===== src/rtl/hover_controller.sv =====
// ----------------------------------------------------------------------------
// hover_controller
//   Turns the five front-panel push buttons into the on-screen cursor of the
//   sale terminal. Keys and the mode switch are synchronized and debounced;
//   presses are latched as pending flags and serviced one per frame, so the
//   highlight only moves at frame boundaries.
//
// Ports
//   CLK, RST_N                  clock, asynchronous active-low reset
//   KEY_LEFT/RIGHT/UP/DOWN/SEL  raw active-low keys (asynchronous)
//   SW2                         raw mode switch: 0 product grid, 1 basket list
//   FrameStart                  one-cycle pulse at start of vertical blanking
//   BasketCount[3:0]            valid basket rows, 0..12
//   HighlightedProductList[11:0] one-hot (or zero) highlight vector
//   CursorIndex[3:0]            grid index (mode 0) or basket row (mode 1)
//   SelectPulse, RemovePulse    one-cycle add / remove requests
//   SelectedID[3:0]             index qualified by either pulse
// ----------------------------------------------------------------------------
module hover_controller #(
   parameter int DEBOUNCE_CYCLES = 250000,
   parameter int DB_CNTR_WIDTH   = 18
) (
   input  logic        CLK,
   input  logic        RST_N,
   input  logic        KEY_LEFT,
   input  logic        KEY_RIGHT,
   input  logic        KEY_UP,
   input  logic        KEY_DOWN,
   input  logic        KEY_SEL,
   input  logic        SW2,
   input  logic        FrameStart,
   input  logic [3:0]  BasketCount,
   output logic [11:0] HighlightedProductList,
   output logic [3:0]  CursorIndex,
   output logic        SelectPulse,
   output logic        RemovePulse,
   output logic [3:0]  SelectedID
);

   // Input channel indices; bit 5 is the mode switch.
   localparam int K_LEFT  = 0;
   localparam int K_RIGHT = 1;
   localparam int K_UP    = 2;
   localparam int K_DOWN  = 3;
   localparam int K_SEL   = 4;
   localparam int K_MODE  = 5;
   localparam int NCH     = 6;

   // Keys idle high (released), the switch idles low (grid mode).
   localparam logic [NCH-1:0] IN_RST = 6'b01_1111;
   localparam logic [DB_CNTR_WIDTH-1:0] DB_LAST = DB_CNTR_WIDTH'(DEBOUNCE_CYCLES - 1);

   typedef enum logic [1:0] {IDLE, APPLY, PULSE} state_t;

   logic [NCH-1:0]                    raw;
   logic [NCH-1:0]                    sync1_q, sync2_q;
   logic [NCH-1:0]                    db_q, db_d, db_prev_q;
   logic [NCH-1:0][DB_CNTR_WIDTH-1:0] cnt_q, cnt_d;
   logic [4:0]                        press_evt;
   logic                              mode, mode_chg;
   logic [4:0]                        pend_q, pend_d;
   logic [4:0]                        svc;
   state_t                            state_q, state_d;
   logic [3:0]                        grid_q, grid_d;
   logic [3:0]                        bsk_q, bsk_d;
   logic [1:0]                        row, col, row_n, col_n;
   logic [3:0]                        bsk_last;
   logic [11:0]                       hpl_q, hpl_d;
   logic [3:0]                        cur_q, cur_d;
   logic                              selp_q, selp_d, remp_q, remp_d;
   logic [3:0]                        sid_q, sid_d;

   assign raw = {SW2, KEY_SEL, KEY_DOWN, KEY_UP, KEY_RIGHT, KEY_LEFT};

   // ---------------------------------------------------------------- input conditioning
   always_ff @(posedge CLK or negedge RST_N) begin
      if (!RST_N) begin
         sync1_q   <= IN_RST;
         sync2_q   <= IN_RST;
         db_q      <= IN_RST;
         db_prev_q <= IN_RST;
         cnt_q     <= '0;
      end else begin
         sync1_q   <= raw;
         sync2_q   <= sync1_q;
         db_q      <= db_d;
         db_prev_q <= db_q;
         cnt_q     <= cnt_d;
      end
   end

   // The counter only runs while the synced level disagrees with the accepted
   // level; any agreement (i.e. a bounce back) restarts the stability window.
   always_comb begin
      db_d  = db_q;
      cnt_d = cnt_q;
      for (int i = 0; i < NCH; i++) begin
         if (sync2_q[i] == db_q[i]) begin
            cnt_d[i] = '0;
         end else if (cnt_q[i] == DB_LAST) begin
            db_d[i]  = sync2_q[i];
            cnt_d[i] = '0;
         end else begin
            cnt_d[i] = cnt_q[i] + 1'b1;
         end
      end
   end

   // Presses are debounced 1->0 edges; releases are ignored.
   assign press_evt = db_prev_q[4:0] & ~db_q[4:0];
   assign mode      = db_q[K_MODE];
   assign mode_chg  = db_prev_q[K_MODE] ^ db_q[K_MODE];

   // ---------------------------------------------------------------- FSM
   always_ff @(posedge CLK or negedge RST_N) begin
      if (!RST_N) state_q <= IDLE;
      else        state_q <= state_d;
   end

   always_comb begin
      state_d = state_q;
      case (state_q)
         IDLE:    if (FrameStart && (|pend_q)) state_d = APPLY;
         APPLY:   state_d = svc[K_SEL] ? PULSE : IDLE;
         PULSE:   state_d = IDLE;
         default: state_d = IDLE;
      endcase
      if (mode_chg) state_d = IDLE;
   end

   // Service decode: exactly one flag per APPLY, SEL > UP > DOWN > LEFT > RIGHT.
   always_comb begin
      svc = '0;
      if (state_q == APPLY && !mode_chg) begin
         if      (pend_q[K_SEL])   svc[K_SEL]   = 1'b1;
         else if (pend_q[K_UP])    svc[K_UP]    = 1'b1;
         else if (pend_q[K_DOWN])  svc[K_DOWN]  = 1'b1;
         else if (pend_q[K_LEFT])  svc[K_LEFT]  = 1'b1;
         else if (pend_q[K_RIGHT]) svc[K_RIGHT] = 1'b1;
      end
   end

   // ---------------------------------------------------------------- pending flags
   // A press landing in the FrameStart cycle is only visible in pend_q a cycle
   // later, so it waits for the next frame.
   always_comb begin
      pend_d = (pend_q & ~svc) | press_evt;
      if (mode_chg) pend_d = '0;
   end

   // ---------------------------------------------------------------- cursors
   assign row      = grid_q[3:2];
   assign col      = grid_q[1:0];
   assign bsk_last = BasketCount - 4'd1;

   always_comb begin
      row_n = row;
      col_n = col;
      if (svc[K_UP])    row_n = (row == 2'd0) ? 2'd2 : row - 2'd1;
      if (svc[K_DOWN])  row_n = (row == 2'd2) ? 2'd0 : row + 2'd1;
      if (svc[K_LEFT])  col_n = col - 2'd1;   // 2-bit wrap 0->3
      if (svc[K_RIGHT]) col_n = col + 2'd1;   // 2-bit wrap 3->0
      grid_d = mode ? grid_q : {row_n, col_n};
   end

   always_comb begin
      bsk_d = bsk_q;
      if (mode && svc[K_UP])   bsk_d = (bsk_q == 4'd0) ? bsk_last : bsk_q - 4'd1;
      if (mode && svc[K_DOWN]) bsk_d = (bsk_q >= bsk_last) ? 4'd0 : bsk_q + 4'd1;
      // Clamp tracks the basket shrinking and wins over any move this cycle.
      if (BasketCount == 4'd0)        bsk_d = 4'd0;
      else if (bsk_q >= BasketCount)  bsk_d = bsk_last;
   end

   always_ff @(posedge CLK or negedge RST_N) begin
      if (!RST_N) begin
         pend_q <= '0;
         grid_q <= '0;
         bsk_q  <= '0;
      end else begin
         pend_q <= pend_d;
         grid_q <= grid_d;
         bsk_q  <= bsk_d;
      end
   end

   // ---------------------------------------------------------------- outputs
   // Registered from the next-state cursors so the highlight moves in the same
   // cycle the cursor register does, and the pulse register lines up with PULSE.
   always_comb begin
      selp_d = svc[K_SEL] && !mode;
      remp_d = svc[K_SEL] && mode && (BasketCount != 4'd0);
      sid_d  = sid_q;
      if (selp_d) sid_d = grid_q;
      if (remp_d) sid_d = bsk_d;
      if (!mode) begin
         hpl_d = 12'd1 << grid_d;
         cur_d = grid_d;
      end else if (BasketCount != 4'd0) begin
         hpl_d = 12'd1 << bsk_d;
         cur_d = bsk_d;
      end else begin
         hpl_d = '0;
         cur_d = '0;
      end
   end

   always_ff @(posedge CLK or negedge RST_N) begin
      if (!RST_N) begin
         hpl_q  <= 12'h001;
         cur_q  <= '0;
         selp_q <= 1'b0;
         remp_q <= 1'b0;
         sid_q  <= '0;
      end else begin
         hpl_q  <= hpl_d;
         cur_q  <= cur_d;
         selp_q <= selp_d;
         remp_q <= remp_d;
         sid_q  <= sid_d;
      end
   end

   assign HighlightedProductList = hpl_q;
   assign CursorIndex            = cur_q;
   assign SelectPulse            = selp_q;
   assign RemovePulse            = remp_q;
   assign SelectedID             = sid_q;

endmodule

===== config.mk =====
export PLATFORM = sky130hd
export DESIGN_NAME = hover_controller
export DESIGN_NICKNAME = d
export VERILOG_FILES = /design/src/rtl/hover_controller.sv
export SDC_FILE = /design/constraint.sdc
export NUM_CORES = 1
export LEC_CHECK = 0
export BUFFER_PORTS_ARGS = -buffer_cell sky130_fd_sc_hd__buf_2
export CORE_MARGIN = 3
export CORE_UTILIZATION = 62
export DETAILED_ROUTE_END_ITERATION = 12
export PLACE_DENSITY = 0.8
export SYNTH_ARGS = -nofsm -noshare
export SYNTH_HDL_FRONTEND = slang
export SYNTH_SLANG_ARGS = --single-unit

===== constraint.sdc =====
create_clock -name CLK -period 3.3 [get_ports CLK]
set_input_delay 0.495 -clock CLK [delete_from_list [all_inputs] [get_ports CLK]]
set_output_delay 0.495 -clock CLK [all_outputs]
set_load 0.005 [all_outputs]

==> results by group <==
Final layout
  – Nets: 885
  – Area growth syn-to-layout: 12.2%
  – Post-Layout Cell Count: 1036
  – Ratio of cells with drive above 1 in the final layout: 12.4%
  – N_diodes: 0
  – Layout Utilization: 72.0%
  – Layout fillers: 941
  – Final Cell Area: 9160 um2

Logic synthesis
  – Synth cell count leaders: dfrtp_1 (148), nor2_1 (148), xnor2_1 (54), xor2_1 (53), nand3_1 (50)
  – YS warnings: 0
  – Post-synthesis register bit count: 169
  – Async SR Flop Fraction: 100%
  – Sequential share of the synthesized area: 52.1%
  – Leading area contributor after synthesis: dfrtp_1
  – Yosys cell types: 60
  – Syn Std Cell Area: 8160 um2
  – Yosys top cell area share: 45.4%
  – Post-Synthesis Cells: 808
  – Number of synthesized flops with an enable pin: 0
  – Mapped Nets: 842
  – Avg Inst Size Synth: 10.1 um2
  – Top area cells in the synthesized netlist: dfrtp_1 (45%), nor2_1 (6.8%), dfstp_2 (6.8%)
  – Main synth FF type: dfrtp_1

Clock tree
  – Clock latency on the worst-skew pair: 0.42 ns
  – Post-CTS Repair Setup Buffers: 0
  – Post-CTS sizing: 0
  – Hold_buf cts: 0
  – CTS Sinks: 169
  – H-tree depth: 4
  – Clk slew on worst S/H paths: 0.06 ns
  – CTS tree: yes
  – Root buffer cell: clkbuf_16
  – CTS Buf Count: 17
  – CTS Buffer Depth: 2

Worst setup path
  – Critical path class: in -> reg
  – CP peak stage delay: 0.45 ns
  – Startpoint types: input port
  – Crit path max-delay cell type: o41ai_2
  – Worst-path maximum fanout: 9
  – Most frequent CP cell: ha_1
  – Worst EP arrival: 3.34 ns
  – CP Capture Type: register
  – R2R Setup Slk: 0.46 ns
  – R2r endpoint: HighlightedProductList[7]
  – CP cell instances: buf_2 > inv_1 > ha_1 > xnor2_1 > ha_1 > a21oi_1 > o22ai_1 > or3_4 > o2111a_1 > a211o_1 > o41ai_2
  – RR Startpoint: bsk_q[0]
  – Worst reg2reg path depth: 8
  – CP required: 3.59 ns

Pwr
  – Combinational share of power: 13.5%
  – PwrDens: 537 nW/um2
  – Clock share of power: 41.4%
  – Leak Pwr: 4.12 nW
  – Power Total: 0.00491 W
  – Sequential share of power: 45.1%
  – Peak supply drop: 0.589 mV
  – Net Sw Power: 0.00128 W
  – Switching share of power: 26.0%
  – Internal Pwr Total: 0.00364 W

GRT
  – Gr ovfl total: 0
  – Largest net degree at the start of global routing: 78
  – All-Layer GR Usage: 23.2%
  – Via count of the first global-routing pass: 5830
  – Met2 usage in global routing: 37.2%
  – First-pass GRT wire length: 27400 um
  – Met3 Track Usage GR: 5.33%
  – Antenna violations before repair: 0
  – Met1 usage: 31.7%
  – Most used routing layer: met2

Route
  – Initial detailed-routing violation count: 473
  – Routed len/inst: 15.4 um
  – Drt pass-1 iters: 5
  – Final ANT Viol Nets: 0
  – Drc violations: 0
  – Vias post-DR: 5956
  – Via/cell ratio: 5.75
  – Post-Route WL: 15900 um

STA
  – Clk_skew: 0.00551 ns
  – Final worst-path cycle share: 92.5%
  – RSZ-0062 raised after global routing: false
  – Fin. Hold Viols: 0
  – Fmax: 328 MHz
  – Relative slew slack: 46.4%
  – Post-route setup TNS: 0 ns
  – Worst-margin pin slew: 0.793 ns
  – Tmin final: 3.05 ns
  – Final Setup Violations: 0
  – Fin. max-slew vios: 0

Place
  – IO Port Bufs: 34
  – DP HPWL: 11000 um
  – DP Cell Count: 1004
  – Dpl cell area: 8550 um2
  – Placer Congestion: 0.874

Die
  – Die area: 14600 um2
  – Die width: 121 um
  – Starting Density: 64.2%
  – Rows: 41
  – Core Area: 12700 um2
  – Die Ht: 121 um
  – # IOs: 35

Hold path
  – Min-Delay Path Class: in -> async

Job
  – Maxcap violations: 0

Run status
  – Status: complete, no violations
## how the worst max path moves through the flow
| stage | startpoint | to | slack, ns |
|---|---|---|---|
| final | BasketCount[0] | HighlightedProductList[7] | 0.25 |
| after floorplan | BasketCount[0] | HighlightedProductList[6] | 0.40 |
| after global routing | BasketCount[0] | HighlightedProductList[7] | 0.14 |
| after detailed placement | BasketCount[0] | HighlightedProductList[7] | -0.09 |
| after CTS | BasketCount[0] | HighlightedProductList[7] | 0.31 |
| after global placement | BasketCount[0] | HighlightedProductList[11] | 0.09 |
## worst max-delay path: cells and delay by family
family | cells | cell delay [ns]
buffers and inverters | 2 | 0.17
AOI/OAI and AO/OA | 5 | 1.43
and+or+nand+nor | 1 | 0.37
adders and majority gates | 2 | 0.54
xor gates and xnor gates | 1 | 0.36
## metrics by stage
step                hold WS [ns]  setup slack (ns)
floorplan                  0.199             0.404
global placement           0.342            0.0926
detailed placement         0.347           -0.0894
CTS                        0.115             0.306
global route               0.146             0.143
finish                     0.102             0.249
## power by group through the flow
| stage | clock, W | combinational, W | sequential (W) |
|---|---|---|---|
| 6_report | 0.00204 | 0.000661 | 0.00222 |
| 5_1_grt | 0.00218 | 0.000725 | 0.00222 |
| 4_1_cts | 0.00208 | 0.000651 | 0.00221 |
| 3_5_place_dp | 0 | 0.000641 | 0.00225 |
| 3_3_place_gp | 0 | 0.000617 | 0.00225 |
| 2_1_floorplan | 0 | 0.000484 | 0.00221 |
## per-layer routing
metal  vias up  part of all wire, %
met3        13                  4.8
met2       155                   49
met1      2915                   46
met5         -                    0
met4         0                  1.0
li1       2873                    -
## cell usage in the layout (no fill, tap or decap), drive strengths merged, types with 4 or more instances in the layout
master  Yosys  layout
a21oi      17      17
a22oi       4       4
a31oi       4       4
a32o        4       4
and3       20      20
and4        4       4
buf         4      42
clkbuf     14      26
dfrtp     148     148
dfstp      21      21
ha         21      21
inv        37      38
mux2        7       7
nand2      48      48
nand2b     11      11
nand3      50      50
nand3b      8       8
nand4      15      15
nor2      148     148
nor2b       8       8
nor3       14      14
nor4       20      20
nor4b       4       4
o21ai      13      13
o22ai       5       5
o32ai       4       4
o41ai       5       5
or3         6       6
xnor2      54      54
xor2       53      53
## cells by family after synthesis
| group | after synthesis | synth area share (%) |
|---|---|---|
| DFF | 169 | 52.1 |
| xor gates and xnor gates | 107 | 11.5 |
| AOI/OAI and AO/OA | 80 | 7.24 |
| and+or+nand+nor | 368 | 22.2 |
| adders and majority gates | 21 | 3.22 |
| muxes | 8 | 1.09 |
| buffers and inverters | 55 | 2.64 |
## final cells by class
type / count / area [um2] / share of cell area [%]
Clock inverter: 6 / 111 / 1.22
Clock buffer: 26 / 499 / 5.45
Tap cell: 172 / 215 / 2.35
Timing Repair Buffer: 42 / 249 / 2.72
Multi-Input combinational cell: 584 / 3690 / 40.3
Sequential cell: 169 / 4260 / 46.5
Inverter: 37 / 139 / 1.52
## flip-flops by register name, indices dropped and copies added, names as in the netlist, 5 cells and up
signal                  count
HighlightedProductList     12
cnt_q                     108
db_prev_q                   6
db_q                        6
pend_q                      5
sync1_q                     6
sync2_q                     6
Note: power is estimated with default switching activity, not from simulation.
